===== src/rtl/neuro_mac_if.sv =====
// Command, operand and result channels of the dot-product engine.
// The master side issues commands and operands; the slave side is the engine.
interface neuro_mac_if #(
   parameter int DATA_W = 8,
   parameter int ACC_W  = 24,
   parameter int LEN_W  = 5
);
   logic                     START;
   logic [LEN_W-1:0]         LEN;
   logic [1:0]               MODE;
   logic signed [ACC_W-1:0]  THRESH;
   logic                     IN_VALID;
   logic                     IN_READY;
   logic signed [DATA_W-1:0] IN_A;
   logic signed [DATA_W-1:0] IN_B;
   logic                     OUT_VALID;
   logic                     OUT_READY;
   logic signed [ACC_W-1:0]  OUT_DATA;
   logic                     OUT_SPIKE;
   logic                     BUSY;
   logic                     DONE;
   logic                     OVF;

   modport master (
      output START, LEN, MODE, THRESH, IN_VALID, IN_A, IN_B, OUT_READY,
      input  IN_READY, OUT_VALID, OUT_DATA, OUT_SPIKE, BUSY, DONE, OVF
   );
   modport slave (
      input  START, LEN, MODE, THRESH, IN_VALID, IN_A, IN_B, OUT_READY,
      output IN_READY, OUT_VALID, OUT_DATA, OUT_SPIKE, BUSY, DONE, OVF
   );
endinterface


===== src/rtl/neuro_mac_engine.sv =====
// Streaming signed dot product with saturating accumulator and a
// raw / ReLU / threshold-spike post-op, returned over valid/ready.
module neuro_mac_engine #(
   parameter int DATA_W  = 8,
   parameter int ACC_W   = 24,
   parameter int MAX_LEN = 16,
   parameter int LEN_W   = 5
) (
   input logic        CLK,
   input logic        RESET,
   neuro_mac_if.slave bus
);
   typedef enum logic [1:0] {IDLE, ACCUM, POST, OUTPUT} state_t;

   localparam logic [LEN_W-1:0]        MAX_L   = LEN_W'(MAX_LEN);
   localparam logic signed [ACC_W-1:0] ACC_MAX = {1'b0, {(ACC_W-1){1'b1}}};
   localparam logic signed [ACC_W-1:0] ACC_MIN = {1'b1, {(ACC_W-1){1'b0}}};

   state_t                    state;
   logic signed [ACC_W-1:0]   acc;
   logic signed [ACC_W-1:0]   thresh;
   logic [1:0]                mode;
   logic [LEN_W-1:0]          count;
   logic [LEN_W-1:0]          eff_len;
   logic [LEN_W-1:0]          len_clamp;
   logic [LEN_W-1:0]          count_nxt;
   logic signed [2*DATA_W-1:0] prod;
   logic signed [ACC_W:0]     sum;
   logic signed [ACC_W:0]     diff;

   // One guard bit: overflow shows up as the top two bits disagreeing.
   function automatic logic signed [ACC_W-1:0] sat(input logic signed [ACC_W:0] v);
      if (v[ACC_W] != v[ACC_W-1]) return v[ACC_W] ? ACC_MIN : ACC_MAX;
      return $signed(v[ACC_W-1:0]);
   endfunction

   assign len_clamp = (bus.LEN > MAX_L) ? MAX_L : bus.LEN;
   assign count_nxt = count + 1'b1;
   assign prod      = bus.IN_A * bus.IN_B;
   assign sum       = (ACC_W+1)'(acc) + (ACC_W+1)'(prod);
   assign diff      = (ACC_W+1)'(acc) - (ACC_W+1)'(thresh);

   always_ff @(posedge CLK) begin
      if (!RESET) begin
         state         <= IDLE;
         acc           <= '0;
         thresh        <= '0;
         mode          <= '0;
         count         <= '0;
         eff_len       <= '0;
         bus.IN_READY  <= 1'b0;
         bus.OUT_VALID <= 1'b0;
         bus.OUT_DATA  <= '0;
         bus.OUT_SPIKE <= 1'b0;
         bus.BUSY      <= 1'b0;
         bus.DONE      <= 1'b0;
         bus.OVF       <= 1'b0;
      end else begin
         bus.DONE <= 1'b0;
         case (state)
            IDLE: if (bus.START) begin
               mode     <= bus.MODE;
               thresh   <= bus.THRESH;
               acc      <= '0;
               count    <= '0;
               eff_len  <= len_clamp;
               bus.OVF  <= 1'b0;
               bus.BUSY <= 1'b1;
               if (len_clamp == '0) begin
                  state <= POST;
               end else begin
                  state        <= ACCUM;
                  bus.IN_READY <= 1'b1;
               end
            end
            ACCUM: if (bus.IN_VALID) begin
               acc   <= sat(sum);
               count <= count_nxt;
               if (sum[ACC_W] != sum[ACC_W-1]) bus.OVF <= 1'b1;
               if (count_nxt == eff_len) begin
                  state        <= POST;
                  bus.IN_READY <= 1'b0;
               end
            end
            POST: begin
               state         <= OUTPUT;
               bus.OUT_SPIKE <= 1'b0;
               bus.OUT_DATA  <= acc;
               if (mode == 2'b01 && acc[ACC_W-1]) begin
                  bus.OUT_DATA <= '0;
               end else if (mode == 2'b10 && acc >= thresh) begin
                  bus.OUT_SPIKE <= 1'b1;
                  bus.OUT_DATA  <= sat(diff);
                  if (diff[ACC_W] != diff[ACC_W-1]) bus.OVF <= 1'b1;
               end
            end
            OUTPUT: begin
               // First OUTPUT cycle raises valid; handshake is only taken once valid is up.
               if (!bus.OUT_VALID) begin
                  bus.OUT_VALID <= 1'b1;
               end else if (bus.OUT_READY) begin
                  bus.OUT_VALID <= 1'b0;
                  bus.DONE      <= 1'b1;
                  bus.BUSY      <= 1'b0;
                  state         <= IDLE;
               end
            end
            default: state <= IDLE;
         endcase
      end
   end
endmodule

===== src/flat_wrapper.sv =====
// flat-port wrapper written by rule: the top's interface ports become plain ports
module neuro_mac_engine_flat 
#(
   parameter int DATA_W  = 8,
   parameter int ACC_W   = 24,
   parameter int MAX_LEN = 16,
   parameter int LEN_W   = 5
)
  (CLK, RESET, bus_START, bus_LEN, bus_MODE, bus_THRESH, bus_IN_VALID, bus_IN_A, bus_IN_B, bus_OUT_READY, bus_IN_READY, bus_OUT_VALID, bus_OUT_DATA, bus_OUT_SPIKE, bus_BUSY, bus_DONE, bus_OVF);
  neuro_mac_if #(.DATA_W(DATA_W), .ACC_W(ACC_W), .LEN_W(LEN_W)) bus_i ();
  input logic CLK;
  input logic RESET;
  input wire logic [$bits(bus_i.START)-1:0] bus_START;
  input wire logic [$bits(bus_i.LEN)-1:0] bus_LEN;
  input wire logic [$bits(bus_i.MODE)-1:0] bus_MODE;
  input wire logic [$bits(bus_i.THRESH)-1:0] bus_THRESH;
  input wire logic [$bits(bus_i.IN_VALID)-1:0] bus_IN_VALID;
  input wire logic [$bits(bus_i.IN_A)-1:0] bus_IN_A;
  input wire logic [$bits(bus_i.IN_B)-1:0] bus_IN_B;
  input wire logic [$bits(bus_i.OUT_READY)-1:0] bus_OUT_READY;
  output wire logic [$bits(bus_i.IN_READY)-1:0] bus_IN_READY;
  output wire logic [$bits(bus_i.OUT_VALID)-1:0] bus_OUT_VALID;
  output wire logic [$bits(bus_i.OUT_DATA)-1:0] bus_OUT_DATA;
  output wire logic [$bits(bus_i.OUT_SPIKE)-1:0] bus_OUT_SPIKE;
  output wire logic [$bits(bus_i.BUSY)-1:0] bus_BUSY;
  output wire logic [$bits(bus_i.DONE)-1:0] bus_DONE;
  output wire logic [$bits(bus_i.OVF)-1:0] bus_OVF;
  assign bus_i.START = bus_START;
  assign bus_i.LEN = bus_LEN;
  assign bus_i.MODE = bus_MODE;
  assign bus_i.THRESH = bus_THRESH;
  assign bus_i.IN_VALID = bus_IN_VALID;
  assign bus_i.IN_A = bus_IN_A;
  assign bus_i.IN_B = bus_IN_B;
  assign bus_i.OUT_READY = bus_OUT_READY;
  assign bus_IN_READY = bus_i.IN_READY;
  assign bus_OUT_VALID = bus_i.OUT_VALID;
  assign bus_OUT_DATA = bus_i.OUT_DATA;
  assign bus_OUT_SPIKE = bus_i.OUT_SPIKE;
  assign bus_BUSY = bus_i.BUSY;
  assign bus_DONE = bus_i.DONE;
  assign bus_OVF = bus_i.OVF;
  neuro_mac_engine #(.DATA_W(DATA_W), .ACC_W(ACC_W), .MAX_LEN(MAX_LEN), .LEN_W(LEN_W)) u_core (.CLK(CLK), .RESET(RESET), .bus(bus_i));
endmodule

===== config.mk =====
export PLATFORM = sky130hd
export DESIGN_NAME = neuro_mac_engine_flat
export DESIGN_NICKNAME = d
export VERILOG_FILES = /design/src/rtl/neuro_mac_if.sv /design/src/rtl/neuro_mac_engine.sv /design/src/flat_wrapper.sv
export SDC_FILE = /design/constraint.sdc
export NUM_CORES = 1
export LEC_CHECK = 0
export ABC_AREA = 1
export BUFFER_PORTS_ARGS = -buffer_cell sky130_fd_sc_hd__buf_2
export CORE_MARGIN = 1
export CORE_UTILIZATION = 50
export CTS_CLUSTER_DIAMETER = 120
export DETAILED_ROUTE_END_ITERATION = 10
export GPL_TIMING_DRIVEN = 0
export PLACE_DENSITY = 0.73
export SLEW_MARGIN = 20
export SYNTH_ARGS = -nofsm -noshare
export SYNTH_HDL_FRONTEND = slang
export SYNTH_SLANG_ARGS = --single-unit

===== constraint.sdc =====
create_clock -name CLK -period 9.68 [get_ports CLK]
set_clock_uncertainty 0.1 [all_clocks]
set_input_delay 0.484 -clock CLK [delete_from_list [all_inputs] [get_ports CLK]]
set_output_delay 0.484 -clock CLK [all_outputs]
set_load 0.02 [all_outputs]

==> metrics.yaml, run 1 <==
yosys:
  netlist_area_mm2: 0.0107
  yosysWarnings: 0
  synth.distinct_cells: 48
  synthCells: 1494
  yosys.area.top_type: "fa_1"
  synth_area_per_cell_um2: 7.19
  async_flop_share: 0
  yosys-top-cells-count: "nand2_1 (382), inv_1 (286), fa_1 (109)"
  netlist.area_leader.share: 0.203
  synth_ff_type: "dfxtp_1"
  synth-edff-count: 0
  ys_seq_area_frac: 0.171
  yosys-top-cells-area: "fa_1 (20%), dfxtp_1 (17%), nand2_1 (13%)"
  synth_nets: 1741
  synth.most_common_cell: "nand2_1"
  ys_ff_latch: 92
min_path:
  hold_class: "in2reg"
  worstHoldPathCells: 3
  hp-start: "bus_THRESH[0]"
grt:
  grt_pass1_vias: 8963
  grt_overflow: 0
  grt_pass1_wl_mm: 44.8
  grt_max_degree: 17
  grt_use_total: 0.259
  antenna_found_initial: 0
setup_path:
  startpoint_type: "input port"
  cp.required_ns: 9.86
  crit_fanout: 16
  reg2reg_depth: 20
  r2r-start: "u_core.acc[6]"
  cp-startpoint: "bus_IN_B[0]"
  arrival_ns: 6.17
  critPathKind: "in2reg"
  cp-end-kind: "flop"
cells_and_area:
  layout.nets: 1818
  finish.utilization: 0.556
  n_fill_cell: 2078
  areaGrowthSynthToFinish_pct: 8.81
  layout-drive-gt1-share: 0.124
  stdcell_count: 1851
  num_antenna_cells: 0
floorplan:
  dieHeight_um: 149
  die_area_mm2: 0.0221
  rows: 53
  core_mm2: 0.0210
  start_util: 0.511
  ios: 82
  fp.dieW_um: 149
clocking:
  cts_tree: "done"
  cts_buffers: 9
  insertion_delay_ns: 0.36
  path_clk_slew_ns: 0.07
  post_cts_buffers: 0
  clock_sinks: 92
  postCtsHoldBufs: 0
  clk_path_buf_depth: 2
  cts_root_buf: "clkbuf_16"
  post_cts_resized: 0
  htree_levels: 3
drt:
  routed_wl_mm: 27.0
  antenna_left: 0
  wl_per_cell_um: 14.6
  dr_total_vias: 9501
  drt-initial-drc-count: 635
  first_pass_iters: 6
  drc: 0
  viasPerCell: 5.13
run_status:
  status: "finished, final reports clean"
timing:
  finalCritPeriodShare: 0.618
  slew_violations: 0
  tightest_slew_ns: 0.950
  setup_slack_ns: 3.69
  rsz0062_at_grt: "no"
  relSlewSlack: 0.366
  tns_ns: 0
  fmax_mhz: 167
  setup_viol: 0
  fin_crit_ns: 5.99
  hold_viol_final: 0
placed_design:
  place.gp.congestion: 0.945
  dp_slack_ns: 3.31
  place_inst: 1835
  dp_hpwl_mm: 23.0
  numPortBuffers: 66
job:
  max_cap_viol_count: 0
## state kept, by name (all words and copies together) (netlist names), 2 cells and up
signal / flops
u_core.mode: 2
u_core.state: 2
u_core.count: 5
u_core.eff_len: 5
u_core.bus.OUT_DATA: 24
u_core.acc: 24
u_core.thresh: 24
## area by class of cell
class	count	area, µm²	share of cell area
timing repair buffer	66	330	0.0283
buffer	47	283	0.0242
multi-input combinational	1059	7500	0.642
inverter	296	1120	0.0957
clock inverter	6	43.8	0.00375
tap	275	344	0.0294
clock buffer	10	229	0.0196
sequential	92	1840	0.158
## layout by cell type, fill, tap and decap left out, types with 3 or more instances in the layout
| cell | synthesis | final |
|---|---|---|
| inv_6 | 0 | 3 |
| ha_1 | 86 | 86 |
| xor2_1 | 18 | 18 |
| or2_2 | 4 | 4 |
| nand4_1 | 16 | 16 |
| inv_2 | 5 | 5 |
| fa_1 | 109 | 109 |
| clkinv_1 | 3 | 3 |
| nand3_1 | 48 | 48 |
| buf_6 | 3 | 3 |
| nor2_1 | 87 | 87 |
| nor2_4 | 3 | 3 |
| o21ai_1 | 12 | 12 |
| nor3_1 | 6 | 6 |
| xnor2_1 | 20 | 20 |
| inv_1 | 286 | 286 |
| o21ai_0 | 59 | 59 |
| nand2_1 | 382 | 382 |
| nand2_4 | 11 | 11 |
| nand2_2 | 29 | 29 |
| nand3_2 | 14 | 14 |
| dfxtp_1 | 92 | 92 |
| buf_2 | 3 | 69 |
| a21oi_1 | 106 | 106 |
| clkbuf_16 | 0 | 9 |
| nor2_2 | 5 | 5 |
| a22oi_1 | 4 | 4 |
| clkbuf_1 | 29 | 30 |
| buf_4 | 6 | 6 |
| a21oi_2 | 22 | 22 |
## cell families (layout without fill, tap and decap cells)
family,Yosys count,in the layout,share of synthesized area
adder cells (fa/ha/maj),195,195,0.303
buffers and inverters,343,425,0.130
AND/OR/NAND/NOR,610,610,0.251
AO/OA/AOI/OAI,216,216,0.113
XOR/XNOR,38,38,0.0310
flip-flops,92,92,0.171
## metal layers
metal,track usage,part of all wire,vias up
li1,-,-,4758
met1,0.366,0.47,4443
met2,0.420,0.45,266
met3,0.0316,0.062,34
met4,0.0644,0.019,0
met5,0,0,-
## final timing paths
kind         slack, ns                to
max               3.69    u_core.acc[10]
min               0.27  u_core.thresh[0]
max reg2reg       4.28    u_core.acc[10]
min reg2reg       0.36  u_core.thresh[3]
## critical path, stage by stage
cell and delay [ns]:
clkbuf_1 0.29, nand2_1 0.15, inv_1 0.72, fa_1 0.59, inv_1 0.10, fa_1 0.43
fa_1 0.53, fa_1 0.54, inv_1 0.04, ha_1 0.31, ha_1 0.38, a21oi_1 0.17
nand2_1 0.07, nor2_1 0.24, nand3_1 0.19, nand2_1 0.11, nand2_2 0.08, a21oi_2 0.28
buf_4 0.21, o21ai_0 0.10, a21oi_1 0.14
## per-stage QoR
step / hold WS (ns) / area [µm²]
after floorplan: 0.335 / 10700
after global placement: 0.349 / 11400
after detailed placement: 0.355 / 11400
after CTS: 0.265 / 11700
after global routing: 0.282 / 11700
final: 0.272 / 11700
Power of run 1 is left out: the tool's default activity adds up to more than one toggle a clock period on the data nets, which glitch-free logic cannot reach.
==> run 2, diff against run 1 <==
--- a/config.mk
+++ b/config.mk
@@ -5,14 +5,14 @@
 export SDC_FILE = /design/constraint.sdc
 export NUM_CORES = 1
 export LEC_CHECK = 0
-export ABC_AREA = 1
+export ABC_AREA = 0
 export BUFFER_PORTS_ARGS = -buffer_cell sky130_fd_sc_hd__buf_2
 export CORE_MARGIN = 1
 export CORE_UTILIZATION = 50
 export CTS_CLUSTER_DIAMETER = 120
 export DETAILED_ROUTE_END_ITERATION = 10
 export GPL_TIMING_DRIVEN = 0
-export PLACE_DENSITY = 0.73
+export PLACE_DENSITY = 0.76
 export SLEW_MARGIN = 20
 export SYNTH_ARGS = -nofsm -noshare
 export SYNTH_HDL_FRONTEND = slang
==> constraint.sdc (replaced) <==
create_clock -name CLK -period 5 [get_ports CLK]
set_clock_uncertainty 0.1 [all_clocks]
set_input_delay 0.25 -clock CLK [delete_from_list [all_inputs] [get_ports CLK]]
set_output_delay 0.25 -clock CLK [all_outputs]
set_load 0.02 [all_outputs]
==> run 2 against run 1 <==
  * The flow now finishes with violations (setup timing)
  * Highest routed layer unchanged
  * Critical path depth down 2
  * Synthesized area is 9.7% lower
  * Largest cell class unchanged
  * Final area rose by 0.57%
  * Critical path type unchanged
  * Die area fell by 9.6%
  * Sequential share of layout area grew 0.26 points
  * Register-to-register slack got worse by 4.5 ns
  * Setup slack lost 3.9 ns
  * Count of clock-buffer cells in the layout shrank 1
  * Routed wire length is 2.1% lower
  * Global-route usage rose by 1.0 points
==> metrics.yaml, run 2 <==
timing:
  setup_slack_ns: -0.247  # -3.94 ns
  setup_viol: 24  # +24
  fin_crit_ns: 5.25
  timing.hold.ws_ns: 0.00104  # -0.271 ns
  rsz0062_at_grt: "yes"
  finalCritPeriodShare: 1.05
  hold_viol_final: 0  # unchanged
  relSlewSlack: 0.468  # +0.102
  slew_violations: 0  # unchanged
  fmax_mhz: 191
  tightest_slew_ns: 0.795  # -0.156 ns
cells_and_area:
  reg_top3: "u_core.acc (24), u_core.bus.OUT_DATA (24), u_core.thresh (24)"
  layout-drive-gt1-share: 0.222  # +0.0980
  layout.nets: 1541  # -15%
  areaGrowthSynthToFinish_pct: 21.2
  num_antenna_cells: 0  # unchanged
  final_common_cell: "nand2_1"
  layout.cells.most_common_list: "nand2_1 (161), inv_1 (143), fa_1 (101)"
floorplan:
  fp.dieW_um: 141  # -4.9%
  ios: 82  # unchanged
  core_mm2: 0.0188  # -10%
  start_util: 0.515  # +0.00392
  die_area_mm2: 0.0200  # -9.6%
  dieHeight_um: 141  # -4.9%
  rows: 50  # -5.7%
setup_path:
  r2r-start: "u_core.acc[12]"
  slowest_stage: "fa_1"
  cpPeakStageDelay_ns: 0.55  # -0.17 ns
  cp_common_cell: "fa_1"
  r2r-end: "u_core.acc[12]"
  arrival_ns: 5.41  # -0.76 ns
  critPathTopFamily: "adder cells"
  crit_fanout: 8  # -8
  startpoint_type: "input port"
  reg2reg_depth: 17  # -15%
  critPathBufInv: 4  # -1
  cp.required_ns: 5.16  # -4.70 ns
  rrSetupSlack_ns: -0.23  # -4.51 ns
  critPathKind: "in2reg"
  path_cells: "buf_4 > and2_4 > fa_1 > inv_1 > fa_1 > inv_1 > fa_1 > fa_1 > ha_4 > ha_4 > and2_4 > or2_0 > a311o_1 > or4_4 > a32o_2 > xnor2_4 > buf_6 > o21ai_1 > a21boi_1"
  cp-end-kind: "flop"
placed_design:
  place.gp.congestion: 0.911  # -3.6%
  numPortBuffers: 80  # +21%
  dp_slack_ns: -1.03  # -4.34 ns
  dp_hpwl_mm: 19.9  # -13%
drt:
  first_pass_iters: 5  # -1
  drt-initial-drc-count: 480  # -24%
  dr_total_vias: 8642  # -9.0%
  antenna_left: 0  # unchanged
  wl_per_cell_um: 17.0  # +16%
  viasPerCell: 5.54  # +8.0%
  routed_wl_mm: 26.5  # -2.1%
  drc: 0  # unchanged
clocking:
  insertion_delay_ns: 0.35  # about the same
  cts_root_buf: "clkbuf_16"
  cts_tree: "done"
  cts_buffers: 9  # unchanged
  clk_path_buf_depth: 2  # unchanged
  path_clk_slew_ns: 0.08  # about the same
  htree_levels: 3  # unchanged
  clock_sinks: 92  # unchanged
grt:
  grt_max_degree: 18  # +1
  antenna_found_initial: 0  # unchanged
  grt_pass1_wl_mm: 42.4  # -5.3%
  grt_overflow: 0  # unchanged
  grt_pass1_vias: 8521  # -4.9%
  grt_use_total: 0.269  # +0.00998
yosys:
  yosys-top-cells-area: "fa_1 (22%), dfxtp_1 (19%), ha_1 (11%)"
  ys_ff_latch: 92  # unchanged
  yosys-top-cells-count: "nand2_1 (166), inv_1 (155), fa_1 (109)"
  synthCells: 1150  # -23%
  synth_ff_type: "dfxtp_1"
  yosys.area.top_type: "fa_1"
  yosysWarnings: 0  # unchanged
  netlist.area_leader.share: 0.225  # +0.0219
  netlist_area_mm2: 0.00970  # -9.7%
  synth.distinct_cells: 71  # +48%
  synth-edff-count: 0  # unchanged
  synth_nets: 1397  # -20%
  synth.most_common_cell: "nand2_1"
  ys_seq_area_frac: 0.190  # +0.0185
  synth_area_per_cell_um2: 8.43  # +17%
  async_flop_share: 0  # unchanged
run_status:
  status: "complete, but fails checks"
  violations: "setup timing"
min_path:
  hold_class: "in2reg"
  worstHoldPathCells: 2  # -1
  whs_endpoint: "u_core.bus.OUT_VALID"
  hp-start: "bus_OUT_READY"
pwr:
  p_leak_nw: 5.21
  ir_drop_mv: 0.718
  p_total_mw: 9.37
  power_per_cell_area_mw_per_mm2: 796
job:
  max_cap_viol_count: 0  # unchanged
## run 2: cell types whose count changed in the layout (fill, tap and decap cells not counted), sizes merged, moves of 9 or more
| cell | before | now |
|---|---|---|
| nand2 | 422 | 166 |
| inv | 295 | 157 |
| buf | 81 | 144 |
| nand3 | 62 | 18 |
| and2 | 2 | 42 |
| nor2 | 95 | 56 |
| a21oi | 128 | 95 |
| o22ai | 0 | 22 |
| a21boi | 0 | 15 |
| clkbuf | 41 | 30 |
| a21o | 1 | 11 |
| nand2b | 0 | 10 |
| xnor2 | 20 | 30 |
| nand4 | 16 | 7 |
## run 2: worst max path at each step
stage | slack [ns] | end | cells past startpoint | from
finish | -0.25 | u_core.acc[12] | 19 | bus_IN_A[6]
global route | -0.38 | u_core.acc[18] | 19 | bus_IN_A[6]
CTS | -0.10 | u_core.bus.OVF | 19 | u_core.acc[13]
detailed placement | -1.03 | u_core.acc[16] | 20 | bus_IN_A[7]
global placement | -0.96 | u_core.acc[16] | 20 | bus_IN_A[7]
floorplan | -0.21 | u_core.acc[20] | 19 | bus_IN_B[1]
## run 2: per-stage QoR
stage                     utilization  setup TNS [ns]  instances  instance area (µm²)
after floorplan                     -           -4.34       1150                 9810
after detailed placement        0.559          -24.10       1490                10500
after global routing            0.624           -7.44       1559                11800
after CTS                       0.613           -1.87       1550                11500
after global placement          0.559          -22.28       1490                10500
final                           0.624           -4.98       1559                11800
## run 2: layer usage
layer	wire (µm)	global-route usage	vias up
li1	-	-	4150
met5	0	0	-
met3	1130	0.0351	40
met2	12600	0.454	226
met1	12200	0.365	4226
met4	589	0.0698	0
## run 2: timing repair
| item | CTS | global route |
|---|---|---|
| gates cloned | 3 | 2 |
| setup buffers | 42 | 7 |
| pin swaps | 44 | 42 |
| hold buffers | 0 | 0 |
| endpoints found under the setup margin | 25 | 24 |
| resized for setup | 124 | 39 |
## run 2: cell families (layout without fill, tap and decap cells)
| logic type | count (synthesis) | count (layout) | synth area share |
|---|---|---|---|
| muxes | 3 | 3 | 0.00335 |
| and+or+nand+nor | 337 | 339 | 0.160 |
| DFF | 92 | 92 | 0.190 |
| AOI/OAI and AO/OA | 286 | 286 | 0.192 |
| adders and majority gates | 197 | 197 | 0.338 |
| buffers and inverters | 190 | 337 | 0.0760 |
| xor gates and xnor gates | 45 | 45 | 0.0414 |
## run 2: cell type report
type,count,area [µm²]
plain buffers,33,190
clock buffers,9,225
clock inverters,7,58.8
fillers,1580,7070
inverters,156,593
multi-input cells,870,7580
flip-flops and latches,92,1880
well taps,260,325
repair buffers,132,906
## run 2: report_power, final
| group | internal (mW) | total (mW) | switching (mW) | leakage (nW) |
|---|---|---|---|---|
| clock network | 0.344 | 0.659 | 0.314 | 0.133 |
| logic | 3.51 | 7.78 | 4.27 | 4.32 |
| registers | 0.840 | 0.926 | 0.0863 | 0.758 |
| total | 4.69 | 9.37 | 4.67 | 5.21 |
Note: power is estimated with default switching activity, not from simulation.
==> run 3, diff against run 2 <==
--- a/config.mk
+++ b/config.mk
@@ -8,12 +8,13 @@
 export ABC_AREA = 0
 export BUFFER_PORTS_ARGS = -buffer_cell sky130_fd_sc_hd__buf_2
 export CORE_MARGIN = 1
-export CORE_UTILIZATION = 50
+export CORE_UTILIZATION = 45
 export CTS_CLUSTER_DIAMETER = 120
 export DETAILED_ROUTE_END_ITERATION = 10
 export GPL_TIMING_DRIVEN = 0
-export PLACE_DENSITY = 0.76
+export PLACE_DENSITY = 0.7
 export SLEW_MARGIN = 20
 export SYNTH_ARGS = -nofsm -noshare
 export SYNTH_HDL_FRONTEND = slang
 export SYNTH_SLANG_ARGS = --single-unit
+export TNS_END_PERCENT = 30
==> run 3 against run 2 <==
  * The flow still finishes with violations (setup timing)
  * Critical path depth stayed put
  * Combinational power is 8.4% lower
  * Flip-flop and latch count stayed put
  * Core utilization is 7.7 points lower
  * Fmax is 1.4% lower
  * Cell count is 0.32% lower
  * Critical path type unchanged
  * Critical endpoint is now u_core.acc[2]
  * Largest power group unchanged
==> metrics.yaml, run 3 (synthesis results as in run 2) <==
timing:
  finalCritPeriodShare: 1.06  # +0.0148
  setup_slack_ns: -0.322  # -0.0742 ns
  hold_viol_final: 0  # unchanged
  relSlewSlack: 0.486  # +0.0183
  slew_violations: 0  # unchanged
  timing.hold.ws_ns: 0.00872  # +0.00768 ns
  setup_viol: 24  # unchanged
  tightest_slew_ns: 0.767  # -0.0273 ns
  fmax_mhz: 188  # -1.4%
  tns_ns: -6.69  # -1.72 ns
  rsz0062_at_grt: "yes"
  fin_crit_ns: 5.32  # +0.0742 ns
grt:
  grt_use_total: 0.241  # -0.0281
  grt_pass1_vias: 8227  # -3.5%
  grt_pass1_wl_mm: 42.1  # -0.80%
  grt_max_degree: 16  # -2
  grt_overflow: 0  # unchanged
  antenna_found_initial: 0  # unchanged
pwr:
  p_sw_mw: 4.35  # -7.0%
  swShare: 0.494  # -0.00479
  ir_drop_mv: 0.562  # -22%
  comb_power_share: 0.811  # -0.020
  power_per_cell_area_mw_per_mm2: 762  # -4.3%
  p_leak_nw: 5.10  # -2.1%
  power_frac_clock: 0.083  # +0.013
  p_total_mw: 8.79  # -6.1%
  internal_power_mw: 4.45  # -5.2%
  p_seq_frac: 0.105  # +0.006
floorplan:
  fp.dieW_um: 149  # +5.3%
  dieHeight_um: 149  # +5.3%
  rows: 53  # +6.0%
  core_mm2: 0.0211  # +12%
  ios: 82  # unchanged
  start_util: 0.460  # -0.0551
  die_area_mm2: 0.0221  # +11%
setup_path:
  path_cells: "buf_4 > nand2_2 > fa_2 > fa_2 > buf_4 > fa_1 > inv_2 > fa_2 > ha_4 > ha_4 > a21oi_4 > o21ai_2 > a311o_1 > or4_4 > a32o_2 > xnor2_4 > buf_6 > o21ai_1 > a21oi_1"
  cp.required_ns: 5.16  # about the same
  slowest_stage: "fa_2"
  critPathBufInv: 4  # unchanged
  cpPeakStageDelay_ns: 0.62  # +0.07 ns
  arrival_ns: 5.48  # +0.07 ns
  cp-end-kind: "flop"
  rrSetupSlack_ns: -0.31  # -0.08 ns
  startpoint_type: "input port"
  cp_common_cell: "fa_2"
  critPathKind: "in2reg"
  critPathTopFamily: "adder cells"
  crit_fanout: 8  # unchanged
min_path:
  hold_class: "in2reg"
clocking:
  cts_root_buf: "clkbuf_16"
  htree_levels: 3  # unchanged
  insertion_delay_ns: 0.35  # about the same
  clock_sinks: 92  # unchanged
  path_clk_slew_ns: 0.07  # about the same
  cts_tree: "done"
  clk_path_buf_depth: 2  # unchanged
  postCtsHoldBufs: 0  # unchanged
  cts_buffers: 9  # unchanged
placed_design:
  numPortBuffers: 80  # unchanged
  place.gp.congestion: 0.940  # +3.2%
  dp_hpwl_mm: 20.2  # +1.2%
  dp_slack_ns: -1.07  # -0.0411 ns
  place_inst: 1505  # +1.0%
drt:
  drc: 0  # unchanged
  first_pass_iters: 7  # +2
  dr_total_vias: 8485  # -1.8%
  viasPerCell: 5.46  # -1.5%
  antenna_left: 0  # unchanged
  wl_per_cell_um: 16.7  # -1.7%
  routed_wl_mm: 25.9  # -2.1%
  drt-initial-drc-count: 506  # +5.4%
cells_and_area:
  stdcell_count: 1554  # -0.32%
  layout.nets: 1521  # -1.3%
  areaGrowthSynthToFinish_pct: 19.0
  layout-drive-gt1-share: 0.199  # -0.0223
  final_common_cell: "nand2_1"
  num_antenna_cells: 0  # unchanged
  layout.cells.most_common_list: "nand2_1 (161), inv_1 (142), fa_1 (99)"
  reg_top3: "u_core.acc (24), u_core.bus.OUT_DATA (24), u_core.thresh (24)"
run_status:
  violations: "setup timing"
  status: "complete, but fails checks"
job:
  max_cap_viol_count: 0  # unchanged
==> run 3: what timing repair did <==
action,CTS,global route
setup endpoints to repair,25,25
cloned,4,1
gates resized for setup,98,29
pin swaps,35,29
hold endpoints to repair,0,0
buffers inserted,25,5
==> run 3: power by group through the flow <==
stage	registers, mW	clock network, mW	logic [mW]
finish	0.927	0.734	7.13
global route	0.938	0.774	7.81
CTS	0.927	0.743	6.75
detailed placement	0.944	0	5.72
global placement	0.942	0	5.63
floorplan	0.951	0	4.46
==> run 3: path summary, 6_finish.rpt <==
check / start / endpoint / depth (start not counted)
hold / removal: bus_OUT_READY / u_core.bus.OUT_VALID / 2
setup / recovery: bus_IN_B[3] / u_core.acc[2] / 19
hold reg to reg: u_core.bus.OUT_DATA[9] / u_core.bus.OUT_DATA[9] / 2
setup reg to reg: u_core.acc[21] / u_core.acc[2] / 19
==> run 3: final cells by class <==
cell class,instances,area [µm²]
Buffer,32,173
Clock buffer,9,225
Clock inverter,7,91.3
Fill cell,1967,9540
Inverter,156,597
Multi-Input combinational cell,870,7480
Sequential cell,92,1870
Tap cell,275,344
Timing Repair Buffer,113,763
==> run 3: routing by layer <==
layer,part of all wire,vias up,GRT usage
li1,-,4097,-
met1,0.47,4130,0.343
met5,0,-,0
met2,0.47,230,0.394
met4,0.012,0,0.0480
met3,0.048,28,0.0303
==> run 3: per-stage QoR <==
stage | cell area [µm²] | utilization
final | 11500 | 0.547
after global routing | 11500 | 0.547
after CTS | 11400 | 0.540
after detailed placement | 10600 | 0.500
after global placement | 10600 | 0.500
after floorplan | 9810 | -
